## src/rtl/custom_subtractor46_2_pipe.sv

```systemverilog
// custom_subtractor46_2_pipe
//
// Recovers a 45-bit operand from a 46-bit adder sum by subtracting a 2-bit
// value, in a three-stage borrow-rippled pipeline (16 + 16 + 14 bits).
// All stages advance together when the output slot is free or being drained.
//
// Ports:
//   clk            clock, rising edge
//   rst            synchronous active-high reset, clears every stage
//   in_valid       in_sum/in_b carry an operation
//   in_ready       block accepts an operation this cycle (= advance enable)
//   in_sum[45:0]   minuend
//   in_b[1:0]      subtrahend, zero-extended
//   out_valid      out_a and flags are valid
//   out_ready      downstream accepts the result
//   out_a[44:0]    low 45 bits of (in_sum - in_b) mod 2^46
//   out_underflow  in_sum < in_b
//   out_overflow   no underflow and difference >= 2^45
module custom_subtractor46_2_pipe (
  input  logic        clk,
  input  logic        rst,
  input  logic        in_valid,
  output logic        in_ready,
  input  logic [45:0] in_sum,
  input  logic [1:0]  in_b,
  output logic        out_valid,
  input  logic        out_ready,
  output logic [44:0] out_a,
  output logic        out_underflow,
  output logic        out_overflow
);

  // Returns {borrow_out, a - b} for a 16-bit slice.
  function automatic logic [16:0] sub_borrow16(input logic [15:0] a,
                                               input logic [15:0] b);
    return {1'b0, a} - {1'b0, b};
  endfunction

  // Returns {borrow_out, a - b} for the 14-bit top slice.
  function automatic logic [14:0] sub_borrow14(input logic [13:0] a,
                                               input logic        b);
    return {1'b0, a} - {14'b0, b};
  endfunction

  logic adv;

  logic        vld_p0_q, vld_p1_q, vld_p2_q;
  logic        brw_p0_q, brw_p1_q, brw_p2_q;
  logic [15:0] diff_lo_p0_q, diff_lo_p1_q, diff_lo_p2_q;
  logic [29:0] sum_hi_p0_q;
  logic [15:0] diff_mid_p1_q, diff_mid_p2_q;
  logic [13:0] sum_top_p1_q;
  logic [13:0] diff_top_p2_q;

  logic [16:0] st0_d;
  logic [16:0] st1_d;
  logic [14:0] st2_d;

  // The whole pipeline moves as one; a full output slot that is not being
  // taken freezes every stage, bubbles included.
  assign adv      = ~vld_p2_q | out_ready;
  assign in_ready = adv;

  assign st0_d = sub_borrow16(in_sum[15:0], {14'b0, in_b});
  assign st1_d = sub_borrow16(sum_hi_p0_q[15:0], {15'b0, brw_p0_q});
  assign st2_d = sub_borrow14(sum_top_p1_q, brw_p1_q);

  // Stage p0: bits [15:0], remaining sum bits carried forward
  always_ff @(posedge clk) begin
    if (rst) begin
      vld_p0_q     <= 1'b0;
      brw_p0_q     <= 1'b0;
      diff_lo_p0_q <= '0;
      sum_hi_p0_q  <= '0;
    end else if (adv) begin
      vld_p0_q     <= in_valid;
      brw_p0_q     <= st0_d[16];
      diff_lo_p0_q <= st0_d[15:0];
      sum_hi_p0_q  <= in_sum[45:16];
    end
  end

  // Stage p1: bits [31:16]
  always_ff @(posedge clk) begin
    if (rst) begin
      vld_p1_q      <= 1'b0;
      brw_p1_q      <= 1'b0;
      diff_lo_p1_q  <= '0;
      diff_mid_p1_q <= '0;
      sum_top_p1_q  <= '0;
    end else if (adv) begin
      vld_p1_q      <= vld_p0_q;
      brw_p1_q      <= st1_d[16];
      diff_lo_p1_q  <= diff_lo_p0_q;
      diff_mid_p1_q <= st1_d[15:0];
      sum_top_p1_q  <= sum_hi_p0_q[29:16];
    end
  end

  // Stage p2: bits [45:32], final borrow is the underflow flag
  always_ff @(posedge clk) begin
    if (rst) begin
      vld_p2_q      <= 1'b0;
      brw_p2_q      <= 1'b0;
      diff_lo_p2_q  <= '0;
      diff_mid_p2_q <= '0;
      diff_top_p2_q <= '0;
    end else if (adv) begin
      vld_p2_q      <= vld_p1_q;
      brw_p2_q      <= st2_d[14];
      diff_lo_p2_q  <= diff_lo_p1_q;
      diff_mid_p2_q <= diff_mid_p1_q;
      diff_top_p2_q <= st2_d[13:0];
    end
  end

  assign out_valid     = vld_p2_q;
  assign out_a         = {diff_top_p2_q[12:0], diff_mid_p2_q, diff_lo_p2_q};
  assign out_underflow = brw_p2_q;
  // Bit 45 of a wrapped (underflowed) result is not an overflow.
  assign out_overflow  = diff_top_p2_q[13] & ~brw_p2_q;

endmodule
```

## config.mk

```make
export PLATFORM = sky130hd
export DESIGN_NAME = custom_subtractor46_2_pipe
export DESIGN_NICKNAME = d
export VERILOG_FILES = /design/src/rtl/custom_subtractor46_2_pipe.sv
export SDC_FILE = /design/constraint.sdc
export NUM_CORES = 1
export LEC_CHECK = 0
export BUFFER_PORTS_ARGS = -buffer_cell sky130_fd_sc_hd__buf_2
export CELL_PAD_IN_SITES_DETAIL_PLACEMENT = 0
export CELL_PAD_IN_SITES_GLOBAL_PLACEMENT = 1
export CORE_MARGIN = 1.5
export CORE_UTILIZATION = 37
export DETAILED_ROUTE_END_ITERATION = 6
export PLACE_DENSITY_LB_ADDON = 0.1
export SLEW_MARGIN = 20
export SYNTH_ARGS = -nofsm -noshare
export SYNTH_HDL_FRONTEND = slang
export SYNTH_SLANG_ARGS = --single-unit
```

## constraint.sdc

```tcl
create_clock -name clk -period 1.94 [get_ports clk]
set_input_delay 0.194 -clock clk [delete_from_list [all_inputs] [get_ports clk]]
set_output_delay 0.194 -clock clk [all_outputs]
set_load 0.1 [all_outputs]
```

==> results_dict.tcl <==
set metrics [dict create \
    drcViolationCount 0 \
    status "complete, no violations" \
    clk-insertion-delay-late_ns 0.42 \
    syn-cell-area_um2 5870 \
    htreeDepth 4 \
    clkTransAtPathRegs_ns 0.06 \
    grt_pass1_wl_um 22800 \
    gp_congestion 0.796 \
    async_flop_share_pct 0 \
    crit_top_cell "ha_1" \
    grt_overflow_total 0 \
    path_cells "ha_1 > ha_1 > or3b_4 > buf_4 > nor3_1 > xnor2_1 > a21oi_1" \
    die_h_um 129 \
    required_ns 2.23 \
    fillers 1594 \
    max_freq_mhz 549 \
    r2r-end "diff_top_p2_q[8]" \
    slew_headroom_pct 65.5 \
    slowest_delay_ns 0.42 \
    hp-start "in_sum[38]" \
    finalSetupViolations 0 \
    r2r_start "brw_p1_q" \
    antenna_found_initial 0 \
    start_util_pct 38.2 \
    cts_made_buffers 17 \
    drv_cap 0 \
    synth_edf_count 0 \
    wl_um 13800 \
    critical-path-top-delay-family "simple AND/OR/NAND/NOR gates" \
    tightest_slew_ns 0.522 \
    ys.flop_type "dfxtp_1" \
    synth_top_area_cell "dfxtp_1" \
    min_period_ns 1.82 \
    core_area_um2 15400 \
    yosysWarnings 0 \
    io-pin-count 101 \
    crit_path_end_kind "flip-flop" \
    syn-instance-count 722 \
    crit_buf_inv 1 \
    vdd_drop_max_uv 594 \
    synth_nets 781 \
    cp.arrival_ns 2.11 \
    hold_path_class "in -> reg" \
    synth_seq_cells 144 \
    leakage_nw 2.90 \
    diodes 0 \
    vias 4968 \
    rows 45 \
    root_buffer "clkbuf_16" \
    cts_tree "yes" \
    whs_endpoint "sum_hi_p0_q[22]" \
    reg2reg_slack_ns 0.12 \
    finalHoldViolations 0 \
    setup-tns-final_ns 0 \
    synth.avg_cell_area_um2 8.13 \
    seq_area_um2 2890 \
    dpl.hpwl_um 9030 \
    p_per_area_nw_per_um2 966 \
    final_nets 858 \
    drv_slew 0 \
    crit_path_start_kind "flip-flop" \
    path_class "reg -> reg" \
    post-place-ws_ns -0.170 \
    period_share_pct 93.9 \
    worstRegToRegCells 7 \
    dieArea_um2 16600 \
    drive_above_1_share_pct 20.3 \
    synth_top_area_share_pct 49.1 \
    multiInputGateArea_um2 2690 \
    area.growth.synth_to_final_pct 22.2 \
    drt-initial-drc-count 265 \
    rsz0062_at_grt "true" \
    grt_usage_pct 17.5 \
    cts_sinks 144 \
    grt_max_degree 101 \
    final.setup.worst_slack_ns 0.118 \
    crit_fanout 4 \
    wl_per_cell_um 13.5 \
    final_antenna_net_count 0 \
    cp_slowest_cell "or3b_4" \
    viasPerCell 4.86 \
    synthDistinctLibCells 42 \
    yosys-top-cells-area "dfxtp_1, nand2_1, a21oi_1" \
    min_path_cells 3 \
    port_buffers 100 \
    dr.pass1.iters 5 \
    grt_pass1_vias 4707 \
    seq_area_frac_synth_pct 49.1 \
    cts_max_path_buffers 2 \
    die_w_um 129 \
    fin_worst_skew_ns 0.00632 \
]
cells by family after synthesis:
group | synth area share [%]
xor gates and xnor gates | 4.48
adders and majority gates | 1.62
DFF | 49.1
and+or+nand+nor | 22.8
AOI/OAI and AO/OA | 15.9
buffers and inverters | 6.08
Yosys cell counts, types with 2 or more instances:
library cell / count
o21ai_0: 29
dfxtp_1: 144
clkbuf_1: 47
nor2b_1: 5
inv_1: 10
a211oi_1: 17
buf_4: 13
or3_1: 3
nor2_1: 34
or4b_1: 2
nor4_1: 9
nand4_1: 4
xor2_1: 10
clkbuf_8: 2
or4_1: 4
xnor2_1: 20
nand2_1: 195
nor4_4: 2
nor3_1: 18
nand3_1: 3
and4_1: 5
a21oi_1: 118
a311oi_1: 2
ha_1: 6
nor4b_1: 3
worst min-delay path, stage by stage:
cell and delay, ns:
buf_2 0.10, nand2_1 0.05, a21oi_1 0.05
through the flow:
step / utilization [%] / total power [mW] / hold slack, ns / instance area, um^2 / instances
after global routing: 46.7 / 7.24 / 0.0141 / 7170 / 1023
after global placement: 42.6 / 4.02 / 0.437 / 6550 / 985
after floorplan: - / 3.83 / 0.334 / 5920 / 722
after detailed placement: 42.6 / 4.03 / 0.441 / 6550 / 985
final: 46.7 / 6.93 / 0.0241 / 7170 / 1023
after CTS: 46.5 / 7.03 / 0.000335 / 7140 / 1022
flip-flops by register name, summed over array words and instances, names as in the netlist:
register,flops
diff_lo_p0_q,16
brw_p0_q,1
vld_p1_q,1
out_underflow,1
diff_mid_p1_q,16
diff_top_p2_q,14
diff_lo_p2_q,16
sum_hi_p0_q,30
vld_p0_q,1
out_valid,1
diff_mid_p2_q,16
diff_lo_p1_q,16
brw_p1_q,1
sum_top_p1_q,14
cells in the final DEF, fill, tap and decap left out, types with 2 or more instances in the layout:
master         count
or4_1              3
xnor2_1           20
clkbuf_8           5
a21oi_1          118
clkbuf_1           4
buf_12             5
or4_4              2
nand3_1            3
nor3_1            18
nand4_1            4
nor2_1            34
nor4b_1            2
and4_1             5
nor4_1             8
ha_1               5
inv_1              8
a211oi_1          17
dlygate4sd3_1      5
nor4_4             2
or3_1              3
clkinv_2           6
nor2b_1            3
o21ai_0           29
a311oi_1           2
nand2_1          195
clkbuf_16         17
dfxtp_1          143
xor2_1            10
buf_4             14
buf_2             98
cell type report:
cell class	count	share of cell area [%]
clock buffer	26	7.10
clock inverter	6	0.419
inverter	10	0.733
multi-input combinational	504	37.4
sequential	144	40.2
tap	211	3.68
timing repair buffer	122	10.4
how the worst max path moves through the flow:
stage | startpoint | endpoint | slack, ns | cells after the start
after global placement | in_sum[0] | brw_p0_q | -0.15 | 8
final | brw_p1_q | diff_top_p2_q[8] | 0.12 | 7
after detailed placement | in_sum[0] | diff_lo_p0_q[12] | -0.17 | 9
after CTS | brw_p1_q | diff_top_p2_q[8] | 0.001 | 7
after floorplan | in_sum[0] | brw_p0_q | -0.05 | 8
after global routing | sum_hi_p0_q[0] | diff_mid_p1_q[13] | -0.003 | 6
where the power goes:
part	switching [mW]	internal, mW	leakage [nW]	total [mW]
registers	0.102	3.11	1.19	3.21
clock network	1.17	1.79	0.274	2.96
logic	0.539	0.224	1.44	0.763
layer usage:
layer	global-route usage, %	vias up	wire length [um]
met5	0	-	0
met4	8.79	0	283
met3	4.45	19	560
met2	28.0	106	6340
met1	21.8	2266	6590
li1	-	2577	-
what timing repair did:
item / 4_1_cts / 5_1_grt
setup endpoints to repair: 1 / 6
resized for setup: 1 / 4
pin swaps: 0 / 1
setup buffers: 0 / 1
hold buffers: 5 / 0
endpoints found under the hold margin: 5 / 0
No activity file was read; power rests on OpenSTA's default activity.
